[src/rtl/mem_stage_pkg.sv]
// Shared widths, payload layouts and FSM encoding for the MEM stage.
package mem_stage_pkg;

  localparam int unsigned XLEN            = 32;
  localparam int unsigned ES_TO_MS_BUS_WD = 71;
  localparam int unsigned MS_TO_WS_BUS_WD = 70;

  typedef enum logic [1:0] {
    StEmpty = 2'd0,
    StWait  = 2'd1,
    StReady = 2'd2
  } ms_state_e;

  // EX->MEM payload: {pc, load_op, rf_we, rf_waddr, alu_result}
  typedef struct packed {
    logic [XLEN-1:0] pc;
    logic            load_op;
    logic            rf_we;
    logic [4:0]      rf_waddr;
    logic [XLEN-1:0] alu_result;
  } es_to_ms_t;

  // MEM->WB payload: {pc, rf_we, rf_waddr, final_result}
  typedef struct packed {
    logic [XLEN-1:0] pc;
    logic            rf_we;
    logic [4:0]      rf_waddr;
    logic [XLEN-1:0] final_result;
  } ms_to_ws_t;

endpackage

[src/rtl/mem_stage.sv]
// MIPS MEM stage: registers the EX payload, waits for the load response,
// selects the final result and offers it to WB plus bypass info to decode.
module mem_stage
  import mem_stage_pkg::*;
(
  input  logic                       clk,
  input  logic                       reset,
  input  logic                       ws_allowin,
  output logic                       ms_allowin,
  input  logic                       es_to_ms_valid,
  input  logic [ES_TO_MS_BUS_WD-1:0] es_to_ms_bus,
  input  logic                       cpu_data_data_ok,
  input  logic [XLEN-1:0]            cpu_data_rdata,
  output logic                       ms_to_ws_valid,
  output logic [MS_TO_WS_BUS_WD-1:0] ms_to_ws_bus,
  output logic                       ms_valid,
  output logic                       ms_rf_we,
  output logic [4:0]                 ms_rf_waddr,
  output logic                       ms_fwd_valid,
  output logic [XLEN-1:0]            ms_fwd_data,
  output logic                       ms_data_err
);

  ms_state_e       state_q, state_d;
  es_to_ms_t       bus_q;
  es_to_ms_t       bus_in;
  ms_to_ws_t       ws_bus;
  logic [XLEN-1:0] ld_buf_q;
  logic            data_err_q;
  logic            in_wait;
  logic            ms_ready_go;
  logic            accept;
  logic [XLEN-1:0] final_result;

  // Handshake and result selection
  always_comb begin
    bus_in       = es_to_ms_t'(es_to_ms_bus);
    in_wait      = (state_q == StWait);
    ms_valid     = (state_q != StEmpty);
    ms_ready_go  = (state_q == StReady) | (in_wait & cpu_data_data_ok);
    ms_allowin   = ~ms_valid | (ms_ready_go & ws_allowin);
    accept       = ms_allowin & es_to_ms_valid;
    // Same-cycle response bypasses ld_buf
    if (bus_q.load_op) begin
      final_result = in_wait ? cpu_data_rdata : ld_buf_q;
    end else begin
      final_result = bus_q.alu_result;
    end
  end

  // Next-state: whenever MEM can accept, the new occupant (or nothing) decides the state
  always_comb begin
    state_d = state_q;
    if (ms_allowin) begin
      if (accept) begin
        state_d = bus_in.load_op ? StWait : StReady;
      end else begin
        state_d = StEmpty;
      end
    end else if (in_wait && cpu_data_data_ok) begin
      // Response arrived while WB is stalled: park it in ld_buf
      state_d = StReady;
    end
  end

  // State register
  always_ff @(posedge clk or posedge reset) begin
    if (reset) begin
      state_q <= StEmpty;
    end else begin
      state_q <= state_d;
    end
  end

  // EX->MEM payload register
  always_ff @(posedge clk or posedge reset) begin
    if (reset) begin
      bus_q <= '0;
    end else if (accept) begin
      bus_q <= bus_in;
    end
  end

  // Load data buffer, captured on the response strobe while waiting
  always_ff @(posedge clk or posedge reset) begin
    if (reset) begin
      ld_buf_q <= '0;
    end else if (in_wait && cpu_data_data_ok) begin
      ld_buf_q <= cpu_data_rdata;
    end
  end

  // Sticky error for a response with no load waiting
  always_ff @(posedge clk or posedge reset) begin
    if (reset) begin
      data_err_q <= 1'b0;
    end else if (cpu_data_data_ok && !in_wait) begin
      data_err_q <= 1'b1;
    end
  end

  // Output packing
  always_comb begin
    ws_bus.pc           = bus_q.pc;
    ws_bus.rf_we        = bus_q.rf_we;
    ws_bus.rf_waddr     = bus_q.rf_waddr;
    ws_bus.final_result = final_result;
    ms_to_ws_bus        = ws_bus;
    ms_to_ws_valid      = ms_valid & ms_ready_go;
    ms_rf_we            = ms_valid & bus_q.rf_we;
    ms_rf_waddr         = bus_q.rf_waddr;
    ms_fwd_valid        = ms_valid & bus_q.rf_we & ms_ready_go;
    ms_fwd_data         = final_result;
    ms_data_err         = data_err_q;
  end

endmodule

[config.mk]
export PLATFORM = sky130hd
export DESIGN_NAME = mem_stage
export DESIGN_NICKNAME = d
export VERILOG_FILES = /design/src/rtl/mem_stage_pkg.sv /design/src/rtl/mem_stage.sv
export SDC_FILE = /design/constraint.sdc
export NUM_CORES = 1
export LEC_CHECK = 0
export CORE_ASPECT_RATIO = 0.5
export CORE_MARGIN = 5
export CORE_UTILIZATION = 30
export CTS_BUF_LIST = sky130_fd_sc_hd__clkbuf_4
export DETAILED_ROUTE_END_ITERATION = 10
export GPL_ROUTABILITY_DRIVEN = 0
export PLACE_DENSITY = 0.64
export SYNTH_ARGS = -nofsm -noshare
export SYNTH_HDL_FRONTEND = slang
export SYNTH_SLANG_ARGS = --single-unit
export TNS_END_PERCENT = 100
[constraint.sdc]
create_clock -name clk -period 4.05 [get_ports clk]
set_input_delay 0.81 -clock clk [delete_from_list [all_inputs] [get_ports clk]]
set_output_delay 0.81 -clock clk [all_outputs]
set_load 0.02 [all_outputs]
==> results of run 1 <==
-- placed cells by master (no fill, tap or decap) --
| cell | count |
|---|---|
| a21o_1 | 1 |
| a21oi_1 | 33 |
| a32o_1 | 1 |
| and2_1 | 2 |
| and3b_1 | 1 |
| buf_4 | 9 |
| bufinv_16 | 1 |
| clkbuf_4 | 11 |
| clkdlybuf4s50_1 | 220 |
| clkinv_1 | 1 |
| clkinv_2 | 1 |
| clkinv_4 | 1 |
| clkinvlp_4 | 1 |
| dfrtp_1 | 105 |
| dfrtp_2 | 1 |
| inv_1 | 2 |
| inv_4 | 1 |
| mux2_1 | 6 |
| mux2_2 | 97 |
| mux2i_1 | 32 |
| nand2_1 | 1 |
| nand2b_1 | 1 |
| nand2b_2 | 1 |
| nand3b_1 | 1 |
| nor2_1 | 34 |
| nor2b_1 | 1 |
| o21ai_0 | 1 |
| o31ai_4 | 1 |
| or3_1 | 1 |
-- power groups by stage --
stage	clock network [mW]	logic (mW)	registers, mW
global placement	0	4.19	1.91
detailed placement	0	4.22	1.94
floorplan	0	3.07	1.81
global route	0.620	4.42	1.99
finish	0.547	4.15	1.91
CTS	0.581	4.23	1.91
-- cell type report --
| cell class | instances | area (µm²) | area share |
|---|---|---|---|
| Clock inverter | 5 | 55.1 | 0.00760 |
| Inverter | 3 | 13.8 | 0.00190 |
| Multi-Input combinational cell | 215 | 1880 | 0.259 |
| Timing Repair Buffer | 229 | 2270 | 0.313 |
| Clock buffer | 11 | 82.6 | 0.0114 |
| Sequential cell | 106 | 2650 | 0.366 |
| Tap cell | 234 | 293 | 0.0404 |
-- cells by family after synthesis --
family / after synthesis
AO/OA/AOI/OAI: 37
buffers and inverters: 99
flip-flops: 106
multiplexers: 135
AND/OR/NAND/NOR: 43
-- synthesized netlist by cell type, drive strengths merged --
| master | number | area [µm²] |
|---|---|---|
| nand3b | 1 | 7.51 |
| nor2b | 1 | 6.26 |
| dfrtp | 106 | 2650 |
| a32o | 1 | 10.0 |
| o21ai | 1 | 5.00 |
| buf | 89 | 677 |
| o31ai | 1 | 21.3 |
| and3b | 1 | 8.76 |
| nor2 | 34 | 128 |
| inv | 3 | 11.3 |
| and2 | 2 | 12.5 |
| clkbuf | 7 | 26.3 |
| mux2i | 32 | 320 |
| nand2 | 1 | 3.75 |
| nand2b | 2 | 12.5 |
| a21o | 1 | 7.51 |
| or3 | 1 | 6.26 |
| mux2 | 103 | 1160 |
| a21oi | 33 | 165 |
-- stage by stage --
step	setup WS (ns)	cell area, µm²
floorplan	0.451	5240
global placement	0.726	7110
detailed placement	0.703	7110
CTS	0.444	7240
global route	0.289	7240
finish	0.542	7240
-- worst max path at each step --
stage                           startpoint                to  slack, ns  cells after the start
after global routing            state_q[1]  ms_to_ws_bus[10]       0.29                      5
after global placement    cpu_data_data_ok        ms_allowin       0.73                      4
after floorplan                      reset          bus_q[0]       0.45                      1
after detailed placement  cpu_data_data_ok        ms_allowin       0.70                      4
final                           state_q[1]  ms_to_ws_bus[10]       0.54                      5
after CTS                       state_q[1]   ms_fwd_data[10]       0.44                      5
-- routing by layer --
layer	share of wire	GRT usage
met1	0.37	0.137
met2	0.58	0.244
met3	0.034	0.0317
met4	0.013	0.0288
met5	0	0
-- registers in the layout, indices dropped and copies added (netlist names) --
| register | flops |
|---|---|
| bus_q | 33 |
| ms_to_ws_bus | 33 |
| ld_buf_q | 32 |
| ms_rf_waddr | 5 |
| state_q | 2 |
| ms_data_err | 1 |
-- worst max-delay path: cells and delay by family, from the launching register on --
| family | cells | cell delay [ns] |
|---|---|---|
| buffers and inverters | 2 | 0.99 |
| AO/OA/AOI/OAI | 1 | 0.26 |
| AND/OR/NAND/NOR | 1 | 0.44 |
| flip-flops | 1 | 0.44 |
| multiplexers | 1 | 0.13 |
==> results.md, run 1 <==
- Outcome: finished, final reports clean
- Post-synthesis sequential area ratio: 0.506
- Fmax: 0.285 GHz
- Area of the core: around 17000 µm²
- Pin count of the biggest net entering global routing: 53
- Setup violations, final: 0
- Worst hold slack: roughly 0.50 ns
- PD cells: 912 nW/µm²
- RSZ-0062 raised after global routing: no
- Initial antenna violation count: 0
- R2r worst-path depth: 4
- Area Overhead vs Synth: 38.2%
- H-tree levels: 3
- WP data required: 3.24 ns
- DRC Markers: 0
- Largest family of logic cells by synthesized area: multiplexers
- Data arrival time of the critical path: 2.70 ns
- Initial Utilization: 0.303
- Final Non-Filler Cells: 803
- Crit path max fanout: 15
- Hold_sp: ms_data_err
- Nets: 672
- Average size of a mapped cell: 12.5 µm²
- Internal power: 3.92 mW
- Post-CTS setup buffer count: 0
- Dpl cells: 787
- Clock slew seen by the registers of the worst setup and hold paths: 0.15 ns
- Distinct cell type count of the synthesized netlist: 22
- Slew Viols, Final: 0
- CP cell instances: nand2b_2 -> buf_4 -> mux2i_1 -> a21oi_1 -> clkdlybuf4s50_1
- Layout Utilization: 0.419
- Total number of yosys warnings: 0
- Max-cap viol count: 0
- Filler Cells Inserted: 1708
- Worst slew margin: 0.550
- I/O pin count: 221
- Adder-cell share of the synthesized area: 0
- Clock skew: between 0.02 and 0.03 ns
- Clk sinks: 106
- Die W: 197 µm
- Slew @ Worst Pin: 0.675 ns
- Clock latency on the worst-skew pair: 0.45 ns
- Routed Antenna Nets: 0
- Via density: 4.34
- Leakage: 3.08 nW
- CP endpoint kind: output pin
- Worst-case clock buffer depth: 2
- Syn_nets: about 530
- Crit path largest cell delay: 0.66 ns
- Hold buffers post-CTS: 0
- Synth Area in XOR/XNOR: 0
- GRT Resource Usage Total: 0.124
- Reg-to-reg endpoint: ms_to_ws_bus[53]
- Vias after detailed routing: about 3500
- Final Critical Period: 3.51 ns
- Cells after Synth: 420
- Die area: 20400 µm²
- Fin. Hold Viols: 0
- Hold depth: 1
- Row cnt: 34
- First-pass GRT wire length: 20.0 mm
- Layout cells sized above 1: 0.220
- Worst IR Drop VDD: 0.392 mV
- Logic pwr share: 0.628
- Hpwl dp: 9.76 mm
- Seq pwr share: 0.289
- Worst Hold Path EP: ms_data_err
- Die Ht: between 100 and 150 µm
- Gr ovfl total: 0
- Cell Area, Synth: 5240 µm²
- Setup TNS: 0 ns
- CP max stage cell: clkdlybuf4s50_1
- 1st-pass router iterations: 4
- Post-CTS resize count: 0
- Vias in the first global route: 3756
- Worst r2r src: state_q[1]
- Root Driver: clkbuf_4
- Wirelength, routed: 12.8 mm
- CTS Buf Count: 9
- Total power: 6.61 mW
- Startpoint Class: flop
- NetSw: 2.69 mW
- Diodes inserted: 0
- Clock power share: 0.083
- Post-synthesis compound-gate area fraction: 0.0399
- Synth Area in Simple Gates: 0.0353
- Sw Share: 0.407
- Register-to-register setup slack: 2.21 ns
- CTS tree: built
- Crit share post-route: 0.866
- Hold Path Class: flop to flop
- Proportion of synthesized area in mux cells: 0.282
- Yosys reg bits: 106
- Setup CP Type: flop to output pin
- Initial drt markers: 136
- PortBufs: between 200 and 250
- WL/cell: 15.9 µm
Power figures use the tool's default switching activity.
==> inputs of run 2 (changes only) <==
--- a/config.mk
+++ b/config.mk
@@ -7,11 +7,12 @@
 export LEC_CHECK = 0
 export CORE_ASPECT_RATIO = 0.5
 export CORE_MARGIN = 5
-export CORE_UTILIZATION = 30
+export CORE_UTILIZATION = 40
 export CTS_BUF_LIST = sky130_fd_sc_hd__clkbuf_4
 export DETAILED_ROUTE_END_ITERATION = 10
 export GPL_ROUTABILITY_DRIVEN = 0
-export PLACE_DENSITY = 0.64
+export GPL_TIMING_DRIVEN = 0
+export PLACE_DENSITY = 0.8
 export SYNTH_ARGS = -nofsm -noshare
 export SYNTH_HDL_FRONTEND = slang
 export SYNTH_SLANG_ARGS = --single-unit
==> run 2 against run 1 <==
  * Setup slack got worse by 0.18 ns
  * Largest cell class is now non-clock buffers
  * Global-route usage rose by 4.6 points
  * Cell count rose by 3.0%
  * Core utilization rose by 20 points
  * Clock power barely moved
  * Sequential share of layout area fell by 2.7 points
  * Non-clock buffer count rose by 88
  * Largest power group unchanged
==> results.md, run 2 (synthesized netlist as in run 1, its figures left out) <==
- Outcome: finished, final reports clean
- Worst setup margin: 0.360 ns (-0.182 ns)
- Crit share post-route: 0.911 (+0.0449)
- Setup CP Type: primary input to output pin
- CP endpoint kind: output pin
- Initial Utilization: 0.412 (+0.108)
- GRT Resource Usage Total: 0.170 (+0.0459)
- Reg-to-reg endpoint: ms_to_ws_bus[42]
- Layout cells sized above 1: 0.312 (+0.0923)
- Crit path largest cell delay: 0.61 ns (-0.05 ns)
- Worst Hold Path EP: ms_data_err
- Worst slew margin: 0.574 (+0.0236)
- Most common cell after layout, fill and taps aside: clkdlybuf4s50_1
- Die area: 15600 µm² (-23%)
- Gr ovfl total: 0 (unchanged)
- CTS Buf Count: 9 (unchanged)
- Vias after detailed routing: 3860 (+11%)
- Die W: 172 µm (-13%)
- Worst-case clock buffer depth: 2 (unchanged)
- R2r worst-path depth: 4 (unchanged)
- Wirelength, routed: 13.3 mm (+4.2%)
- Die Ht: 90.9 µm (-12%)
- First-pass GRT wire length: 21.3 mm (+6.2%)
- Setup violations, final: 0 (unchanged)
- Place WS: 0.364 ns (-0.339 ns)
- Startpoint Class: primary input
- Initial antenna violation count: 0 (unchanged)
- Total power: 7.38 mW (+12%)
- CP max stage cell: clkdlybuf4s50_1
- RSZ-0062 raised after global routing: no
- Logic pwr share: 0.674 (+0.046)
- Slew @ Worst Pin: 0.639 ns (-0.0354 ns)
- Fin. Hold Viols: 0 (unchanged)
- Setup TNS: 0 ns (unchanged)
- Worst r2r src: state_q[1]
- Final Critical Period: 3.69 ns (+0.182 ns)
- Worst IR Drop VDD: 0.469 mV (+19%)
- Sw Share: 0.388 (-0.0184)
- Post-CTS setup buffer count: 0 (unchanged)
- Max-cap viol count: 0 (unchanged)
- Hold Path Class: flop to flop
- Clock skew: 0.0257 ns (+0.000311 ns)
- PD cells: 942 nW/µm² (+3.3%)
- Hpwl dp: 10.6 mm (+8.6%)
- Row cnt: 29 (-15%)
- Nets: 760 (+13%)
- Clock slew seen by the registers of the worst setup and hold paths: 0.14 ns (about the same)
- I/O pin count: 221 (unchanged)
- WL/cell: 16.1 µm (+1.2%)
- Hold_sp: ms_data_err
- Clock latency on the worst-skew pair: 0.47 ns (+0.02 ns)
- Clock power share: 0.074 (-0.009)
- Root Driver: clkbuf_4
- Clk sinks: 106 (unchanged)
- Via density: 4.67 (+7.4%)
- Routed Antenna Nets: 0 (unchanged)
- Data arrival time of the critical path: 2.88 ns (+0.18 ns)
- Area of the core: 12700 µm² (-26%)
- H-tree levels: 3 (unchanged)
- Fmax: 0.271 GHz (-4.9%)
- Post-CTS resize count: 0 (unchanged)
- Most frequent cells in the layout: 220 x clkdlybuf4s50_1, 106 x dfrtp_1, 97 x mux2_2
- Slew Viols, Final: 0 (unchanged)
- Worst hold slack: 0.477 ns (-0.0223 ns)
- Hold depth: 1 (unchanged)
- 1st-pass router iterations: 4 (unchanged)
- Diodes inserted: 0 (unchanged)
- Area Overhead vs Synth: 49.3%
- DRC Markers: 0 (unchanged)
- CP cell instances: clkdlybuf4s50_1 -> nand3b_1 -> buf_2 -> o21ai_0 -> and2_1 -> clkdlybuf4s50_1
- NetSw: 2.86 mW (+6.5%)
- WP data required: 3.24 ns (about the same)
- Hold buffers post-CTS: 0 (unchanged)
- Initial drt markers: 128 (-5.9%)
- CTS tree: built
- Register-to-register setup slack: 2.16 ns (-0.05 ns)
- Internal power: 4.51 mW (+15%)
- Filler Cells Inserted: 1035 (-39%)
- Pin count of the biggest net entering global routing: 67 (+26%)
- Leakage: 3.49 nW (+13%)
- Seq pwr share: 0.252 (-0.037)
- PortBufs: 220 (unchanged)
- Most used cell, CP: clkdlybuf4s50_1
- Vias in the first global route: 4121 (+9.7%)
- Crit path max fanout: 10 (-5)
[run 2: power by group through the flow]
stage          clock network, mW  registers (mW)  logic (mW)
2_1_floorplan                  0            1.81        3.07
3_3_place_gp                   0            1.85        4.94
3_5_place_dp                   0            1.89        5.03
4_1_cts                    0.578            1.86        5.04
5_1_grt                    0.615            1.93        5.27
6_report                   0.547            1.86        4.97
[run 2: worst max path at each step]
stage | start | endpoint | slack (ns) | cells after the start
global route | cpu_data_data_ok | ms_fwd_valid | 0.24 | 6
CTS | cpu_data_data_ok | ms_fwd_valid | 0.35 | 6
floorplan | reset | bus_q[0] | 0.45 | 1
finish | cpu_data_data_ok | ms_fwd_valid | 0.36 | 6
global placement | reset | ld_buf_q[13] | -1.26 | 2
detailed placement | cpu_data_data_ok | ms_fwd_valid | 0.36 | 6
[run 2: area by class of cell]
type,instances,area [µm²],area share
plain buffers,96,703,0.0898
clock inverters,6,65.1,0.00831
repair buffers,221,2230,0.285
inverters,3,13.8,0.00176
flip-flops and latches,106,2650,0.339
clock buffers,10,75.1,0.00959
multi-input cells,215,1870,0.239
well taps,170,213,0.0272
[run 2: metal layers]
| layer | track usage | routed length, µm | up-vias | share of wire |
|---|---|---|---|---|
| met5 | 0 | 0 | - | 0 |
| met4 | 0.0510 | 313 | 0 | 0.023 |
| met3 | 0.0499 | 720 | 23 | 0.054 |
| met2 | 0.324 | 7490 | 96 | 0.56 |
| met1 | 0.181 | 4800 | 1911 | 0.36 |
| li1 | - | - | 1830 | - |
[run 2: metrics by stage]
stage / util / instance area (µm²) / instances
2_1_floorplan: - / 5240 / 420
3_3_place_gp: 0.601 / 7660 / 810
3_5_place_dp: 0.603 / 7690 / 811
4_1_cts: 0.615 / 7830 / 827
5_1_grt: 0.615 / 7830 / 827
6_report: 0.615 / 7830 / 827
[run 2: critical path: cells and delay by family]
| family | cells | cell delay (ns) |
|---|---|---|
| buffers and inverters | 3 | 1.47 |
| AOI/OAI and AO/OA | 1 | 0.16 |
| and+or+nand+nor | 2 | 0.43 |
